$ cat config.mk
export PLATFORM = sky130hd
export DESIGN_NAME = uart_reg_mem_bank
export DESIGN_NICKNAME = d
export VERILOG_FILES = /design/src/rtl/uart_reg_mem_bank.sv
export SDC_FILE = /design/constraint.sdc
export NUM_CORES = 2
export LEC_CHECK = 0
export CORE_MARGIN = 1
export CORE_UTILIZATION = 45
export DETAILED_ROUTE_END_ITERATION = 10
export GPL_TIMING_DRIVEN = 1
export MAX_ROUTING_LAYER = met4
export PLACE_DENSITY = 0.7
export SYNTH_ARGS = -nofsm -noshare
export SYNTH_HDL_FRONTEND = slang
export SYNTH_SLANG_ARGS = --single-unit
$ cat constraint.sdc
create_clock -name clk -period 23.1 [get_ports clk]
set_clock_uncertainty 0.05 [all_clocks]
set_input_delay 4.62 -clock clk [delete_from_list [all_inputs] [get_ports clk]]
set_output_delay 4.62 -clock clk [all_outputs]
set_load 0.01 [all_outputs]
$ cat src/rtl/uart_reg_mem_bank.sv
// Register/memory bank on the UART command bus: NREG control registers with
// bit-set/clear/toggle, a read-only switch port, a block memory with a fill engine.
module uart_reg_mem_bank #(
    parameter logic [15:0] BASE_ADR = 16'h0100,
    parameter int          NREG     = 4,
    parameter int          MEM_AW   = 8
) (
    input  logic        clk,
    input  logic        rst_n,
    input  logic        ce_wr_dat,
    input  logic [7:0]  rx_dat,
    input  logic [7:0]  com,
    input  logic [15:0] wr_adr,
    input  logic [15:0] rd_adr,
    input  logic [7:0]  SW,
    output logic [7:0]  LED,
    output logic [15:0] DISPL,
    output logic        busy,
    output logic [7:0]  my_dat
);

    localparam int          DEPTH   = 1 << MEM_AW;
    localparam logic [16:0] DEPTH_W = 17'(DEPTH);
    localparam logic [15:0] NREG_W  = 16'(NREG);

    localparam logic [7:0] CMD_REG_WR  = 8'h00;
    localparam logic [7:0] CMD_MEM_WR  = 8'h01;
    localparam logic [7:0] CMD_REG_SET = 8'h02;
    localparam logic [7:0] CMD_REG_CLR = 8'h03;
    localparam logic [7:0] CMD_REG_TGL = 8'h04;
    localparam logic [7:0] CMD_FILL    = 8'h05;
    localparam logic [7:0] CMD_RD_REG  = 8'h80;
    localparam logic [7:0] CMD_RD_MEM  = 8'h81;
    localparam logic [7:0] CMD_RD_STAT = 8'h82;

    typedef enum logic {
        S_IDLE,
        S_FILL
    } fill_state_e;

    fill_state_e              state_q, state_d;
    logic [MEM_AW-1:0]        ptr_q, ptr_d;
    logic [7:0]               fill_val_q, fill_val_d;
    logic [NREG-1:0][7:0]     regs_q, regs_d;
    logic [7:0]               reg_rd_q, reg_rd_d;
    logic [7:0]               mem_rd_q;
    logic [7:0]               mem [DEPTH];

    logic                     mem_we;
    logic [MEM_AW-1:0]        mem_wa;
    logic [7:0]               mem_wd;

    // Offsets below the base would wrap, so the lower bound is checked explicitly.
    logic [15:0] wr_off, rd_off;
    logic        wr_in_base, rd_in_base;
    logic        wr_reg_hit, wr_mem_hit, rd_mem_hit;

    assign wr_in_base = (wr_adr >= BASE_ADR);
    assign rd_in_base = (rd_adr >= BASE_ADR);
    assign wr_off     = wr_adr - BASE_ADR;
    assign rd_off     = rd_adr - BASE_ADR;
    assign wr_reg_hit = wr_in_base && (wr_off < NREG_W);
    assign wr_mem_hit = wr_in_base && ({1'b0, wr_off} < DEPTH_W);
    assign rd_mem_hit = rd_in_base && ({1'b0, rd_off} < DEPTH_W);

    // NOTE: every always_comb output gets a default first, so no path infers a latch.
    always_comb begin
        regs_d = regs_q;
        if (ce_wr_dat && wr_reg_hit) begin
            for (int i = 0; i < NREG; i++) begin
                if (wr_off == 16'(i)) begin
                    case (com)
                        CMD_REG_WR:  regs_d[i] = rx_dat;
                        CMD_REG_SET: regs_d[i] = regs_q[i] | rx_dat;
                        CMD_REG_CLR: regs_d[i] = regs_q[i] & ~rx_dat;
                        CMD_REG_TGL: regs_d[i] = regs_q[i] ^ rx_dat;
                        default:     ;
                    endcase
                end
            end
        end
    end

    always_comb begin
        reg_rd_d = '0;
        for (int i = 0; i < NREG; i++) begin
            if (rd_in_base && (rd_off == 16'(i))) begin
                reg_rd_d = regs_q[i];
            end
        end
        if (rd_in_base && (rd_off == NREG_W)) begin
            reg_rd_d = SW;
        end
    end

    // Single memory write port: the fill engine owns it while busy, 0x01 otherwise.
    always_comb begin
        state_d    = state_q;
        ptr_d      = ptr_q;
        fill_val_d = fill_val_q;
        mem_we     = 1'b0;
        mem_wa     = ptr_q;
        mem_wd     = fill_val_q;
        case (state_q)
            S_IDLE: begin
                if (ce_wr_dat && wr_mem_hit && (com == CMD_FILL)) begin
                    state_d    = S_FILL;
                    ptr_d      = wr_off[MEM_AW-1:0];
                    fill_val_d = rx_dat;
                end else if (ce_wr_dat && wr_mem_hit && (com == CMD_MEM_WR)) begin
                    mem_we = 1'b1;
                    mem_wa = wr_off[MEM_AW-1:0];
                    mem_wd = rx_dat;
                end
            end
            S_FILL: begin
                mem_we = 1'b1;
                if (ptr_q == '1) begin
                    state_d = S_IDLE;
                end else begin
                    ptr_d = ptr_q + 1'b1;
                end
            end
            default: state_d = S_IDLE;
        endcase
        if (!rst_n) begin
            mem_we = 1'b0;
        end
    end

    // NOTE: sequential state uses non-blocking assignments only, so every flop
    // samples the pre-edge values of its peers.
    always_ff @(posedge clk) begin
        if (!rst_n) begin
            state_q    <= S_IDLE;
            ptr_q      <= '0;
            fill_val_q <= '0;
            regs_q     <= '0;
            reg_rd_q   <= '0;
            mem_rd_q   <= '0;
        end else begin
            state_q    <= state_d;
            ptr_q      <= ptr_d;
            fill_val_q <= fill_val_d;
            regs_q     <= regs_d;
            reg_rd_q   <= reg_rd_d;
            mem_rd_q   <= rd_mem_hit ? mem[rd_off[MEM_AW-1:0]] : '0;
        end
    end

    // NOTE: the memory array has no reset so it maps onto block RAM; contents
    // survive a reset, only the read register is cleared.
    always_ff @(posedge clk) begin
        if (mem_we) begin
            mem[mem_wa] <= mem_wd;
        end
    end

    assign LED   = regs_q[0];
    assign DISPL = {regs_q[1], regs_q[2]};
    assign busy  = (state_q == S_FILL);

    always_comb begin
        case (com)
            CMD_RD_REG:  my_dat = reg_rd_q;
            CMD_RD_MEM:  my_dat = mem_rd_q;
            CMD_RD_STAT: my_dat = {7'b0, busy};
            default:     my_dat = 8'h00;
        endcase
    end

endmodule

==> results.toml <==
[synthesis]
netlist-cell-type-count = 73
synth-xor-area-share_pct = 0.01040
synthArstFlopShare_pct = 0
synth_top_area_cell = "edfxtp_1"
syn_inst = 4173
synth_top_family_by_area = "multiplexers"
synth-simple-area-share_pct = 3.157
yosysWarnings = 0
synth_nets = 4297
synth_edf_count = 2048
synth_top_area_share_pct = 73.06
syn_area_per_cell_um2 = 20.17
ys.flop_type = "edfxtp_1"
netlist_area_um2 = 84180
synth_fa_ha_area_share_pct = 0.9661
synth-compound-area-share_pct = 3.197
ys_seq_elements = 2113
seq_area_frac_synth_pct = 74.60
synth_mux_area_share_pct = 16.28
ys_top_cells_by_area = "edfxtp_1 (73%), mux4_2 (15%), dfxtp_1 (1.5%), nor2_1 (1.4%), mux2i_1 (1.4%)"

[cells_and_area]
utilization_pct = 50.68
multi_input_area_um2 = 20000
syn_to_final_growth_pct = 11.76
nets = 4412
layout_common_cells = "edfxtp_1 (2048), mux4_2 (553), nor2_1 (308)"
seqCellArea_um2 = 62800
drive_gt1_share_pct = 21.92
fillCellCount = 14400
layout_commonest_cell = "edfxtp_1"

[drt]
routed_wl_mm = 208.6
routed-via-count = 42440
drc = 0
drt_iter0_markers = 5569
routed_via_density = 6.120
wl_per_cell_um = 30.08
ant_nets = 0
drt_pass1_iterations = 6

[power_and_ir_drop]
p_per_area_nw_per_um2 = 80.76
power_frac_clock_pct = 42.1
sequentialPowerShare_pct = 54.4
ir_drop_v = 0.00007559
p_int_mw = 6.018
p_sw_share_pct = 20.79
power_switching_mw = 1.580
comb_power_share_pct = 3.5
p_leak_nw = 27.95

[floorplan]
initial_core_util_pct = 45.35
die_h_um = 434.5
core_um2 = 185600
ios = 92
rows = 158
die_area_um2 = 188800
die_x_um = 434.5

[grt]
grt_pass1_wl_mm = 300.1
grt_pass1_vias = 41790
groute.usage.overall_pct = 22.88
antenna_found_initial = 3
grt_max_degree = 253
grt_overflow = 0

[cts]
ctsHoldBuffers = 0
cts_sinks = 2113
cts_tree = "built"
clk_pin_slew_worst_paths_ns = 0.06
cts_inserted_buffers = 202
post-cts-setup-buffers = 0
clock_latency_ns = 0.85
htreeDepth = 4
cts_buffer_depth = 3
post_cts_resized = 0
cts_root_buf = "clkbuf_16"

[critical_path]
crit_chain = "clkdlybuf4s50_1 -> or4_1 -> or3b_2 -> nor3_1 -> a22o_1 -> clkdlybuf4s50_1"
worstPathArrival_ns = 7.42
rrSetupSlack_ns = 18.15
required_ns = 18.43
r2r-start = "busy"
r2r_end = "mem[118][2]"
worstSetupStartpointType = "input port"
critPathMaxFanout = 7
cp.depth = 6
timing.critical_path.mode_cell = "clkdlybuf4s50_1"
slowest_delay_ns = 0.58
endpoint_kind = "primary output"
crit_path_end = "my_dat[1]"
crit_buf_inv = 2
r2r_cells = 5
cp_top_family = "simple AND/OR/NAND/NOR gates"
cp-startpoint = "com[5]"
crit_type = "input port to primary output"
cp_slowest_cell = "nor3_1"

[sta]
fin_setup_tns_ns = 0
relSlewSlack_pct = 2.939
fin_crit_ns = 12.09
hold_viol_final = 0
setup_ws_ns = 11.01
fmax_mhz = 82.74
rsz0062_at_grt = "false"
worst_pin_slew_ns = 1.453
drv_slew = 0
setup_viol = 0
timing.final.crit_share_pct = 52.32

[min_path]
hp-class = "flip-flop to flip-flop"

[placement]
place_ws_ns = 11.04
place_congestion = 0.8891
dp_hpwl_mm = 125.3
portBuffers = 91

[run_status]
status = "finished clean"

[run]
cap_violations = 0
## flip-flops by register name, summed over array words and instances, names as in the netlist
| name | count |
|---|---|
| ptr_q | 8 |
| mem_rd_q | 8 |
| DISPL | 16 |
| fill_val_q | 8 |
| busy | 1 |
| mem | 2048 |
| LED | 8 |
| reg_rd_q | 8 |
| regs_q | 8 |
## metal layers
metal	track usage, %	up-vias	routed length [um]
met4	7.648	0	7116
met3	5.142	388	20790
met5	-	-	0
li1	-	17450	-
met2	34.74	2267	99750
met1	30.71	22330	80940
## logic make-up after synthesis
family / count (synthesis)
flops: 2113
mux: 677
simple gates: 599
compound gates: 399
buf+inv: 319
fa+ha+maj: 65
xor+xnor: 1
## worst min path at each step
stage / start / endpoint / cells past startpoint
5_1_grt: fill_val_q[5] / fill_val_q[5] / 2
2_1_floorplan: fill_val_q[0] / fill_val_q[0] / 2
6_report: fill_val_q[0] / fill_val_q[0] / 2
3_5_place_dp: fill_val_q[0] / fill_val_q[0] / 2
4_1_cts: fill_val_q[0] / fill_val_q[0] / 2
3_3_place_gp: fill_val_q[4] / fill_val_q[4] / 2
## Yosys cell counts (all sizes together) (3+ instances only)
| library cell | number |
|---|---|
| inv | 48 |
| nor2b | 15 |
| a31oi | 40 |
| mux2i | 115 |
| nand4 | 4 |
| o21a | 4 |
| a221oi | 22 |
| nor2 | 319 |
| a22oi | 76 |
| edfxtp | 2048 |
| or3b | 3 |
| a211o | 4 |
| o21ai | 103 |
| nand3 | 37 |
| nand3b | 17 |
| and3 | 4 |
| mux2 | 9 |
| nor3 | 28 |
| nor3b | 6 |
| o22ai | 27 |
| o31ai | 6 |
| ha | 65 |
| a21oi | 44 |
| clkbuf | 85 |
| or3 | 6 |
| and2 | 6 |
| nand2b | 15 |
| o221ai | 13 |
| o2111ai | 3 |
| dfxtp | 65 |
| buf | 185 |
| a211oi | 12 |
| nand2 | 124 |
| o2bb2ai | 3 |
| a311oi | 3 |
| a22o | 19 |
| nor4 | 5 |
| o211ai | 5 |
| mux4 | 553 |
| or2 | 5 |
## through the flow
| step | instance area (um2) | power, mW | instances | hold WS [ns] |
|---|---|---|---|---|
| floorplan | 84180 | 4.387 | 4173 | 0.4046 |
| global placement | 87730 | 4.481 | 6564 | 0.4145 |
| detailed placement | 87730 | 4.482 | 6564 | 0.4275 |
| CTS | 94060 | 7.631 | 6928 | 0.4418 |
| global route | 94070 | 7.782 | 6932 | 0.4746 |
| finish | 94080 | 7.598 | 6935 | 0.4362 |
## power groups by stage
stage / combinational, mW / sequential, mW / clock (mW)
3_3_place_gp: 0.263 / 4.22 / 0
4_1_cts: 0.266 / 4.14 / 3.23
2_1_floorplan: 0.169 / 4.22 / 0
6_report: 0.265 / 4.14 / 3.20
3_5_place_dp: 0.265 / 4.22 / 0
5_1_grt: 0.276 / 4.13 / 3.37
## worst reg2reg max path, stage by stage (launching register included)
cell	delay [ns]
dfxtp_1	0.54
nor4_4	0.88
nand3_1	0.15
o21ai_1	0.75
nand2_1	0.97
nor2_1	1.18
## layout make-up
cell class	count	share of cell area, %
sequential	2113	66.75
multi-input combinational	1741	21.26
clock buffer	252	5.583
tap	2480	3.298
timing repair buffer	181	1.750
clock inverter	112	1.145
inverter	49	0.1955
antenna	7	0.01862
Note: power is estimated with default switching activity, not from simulation.
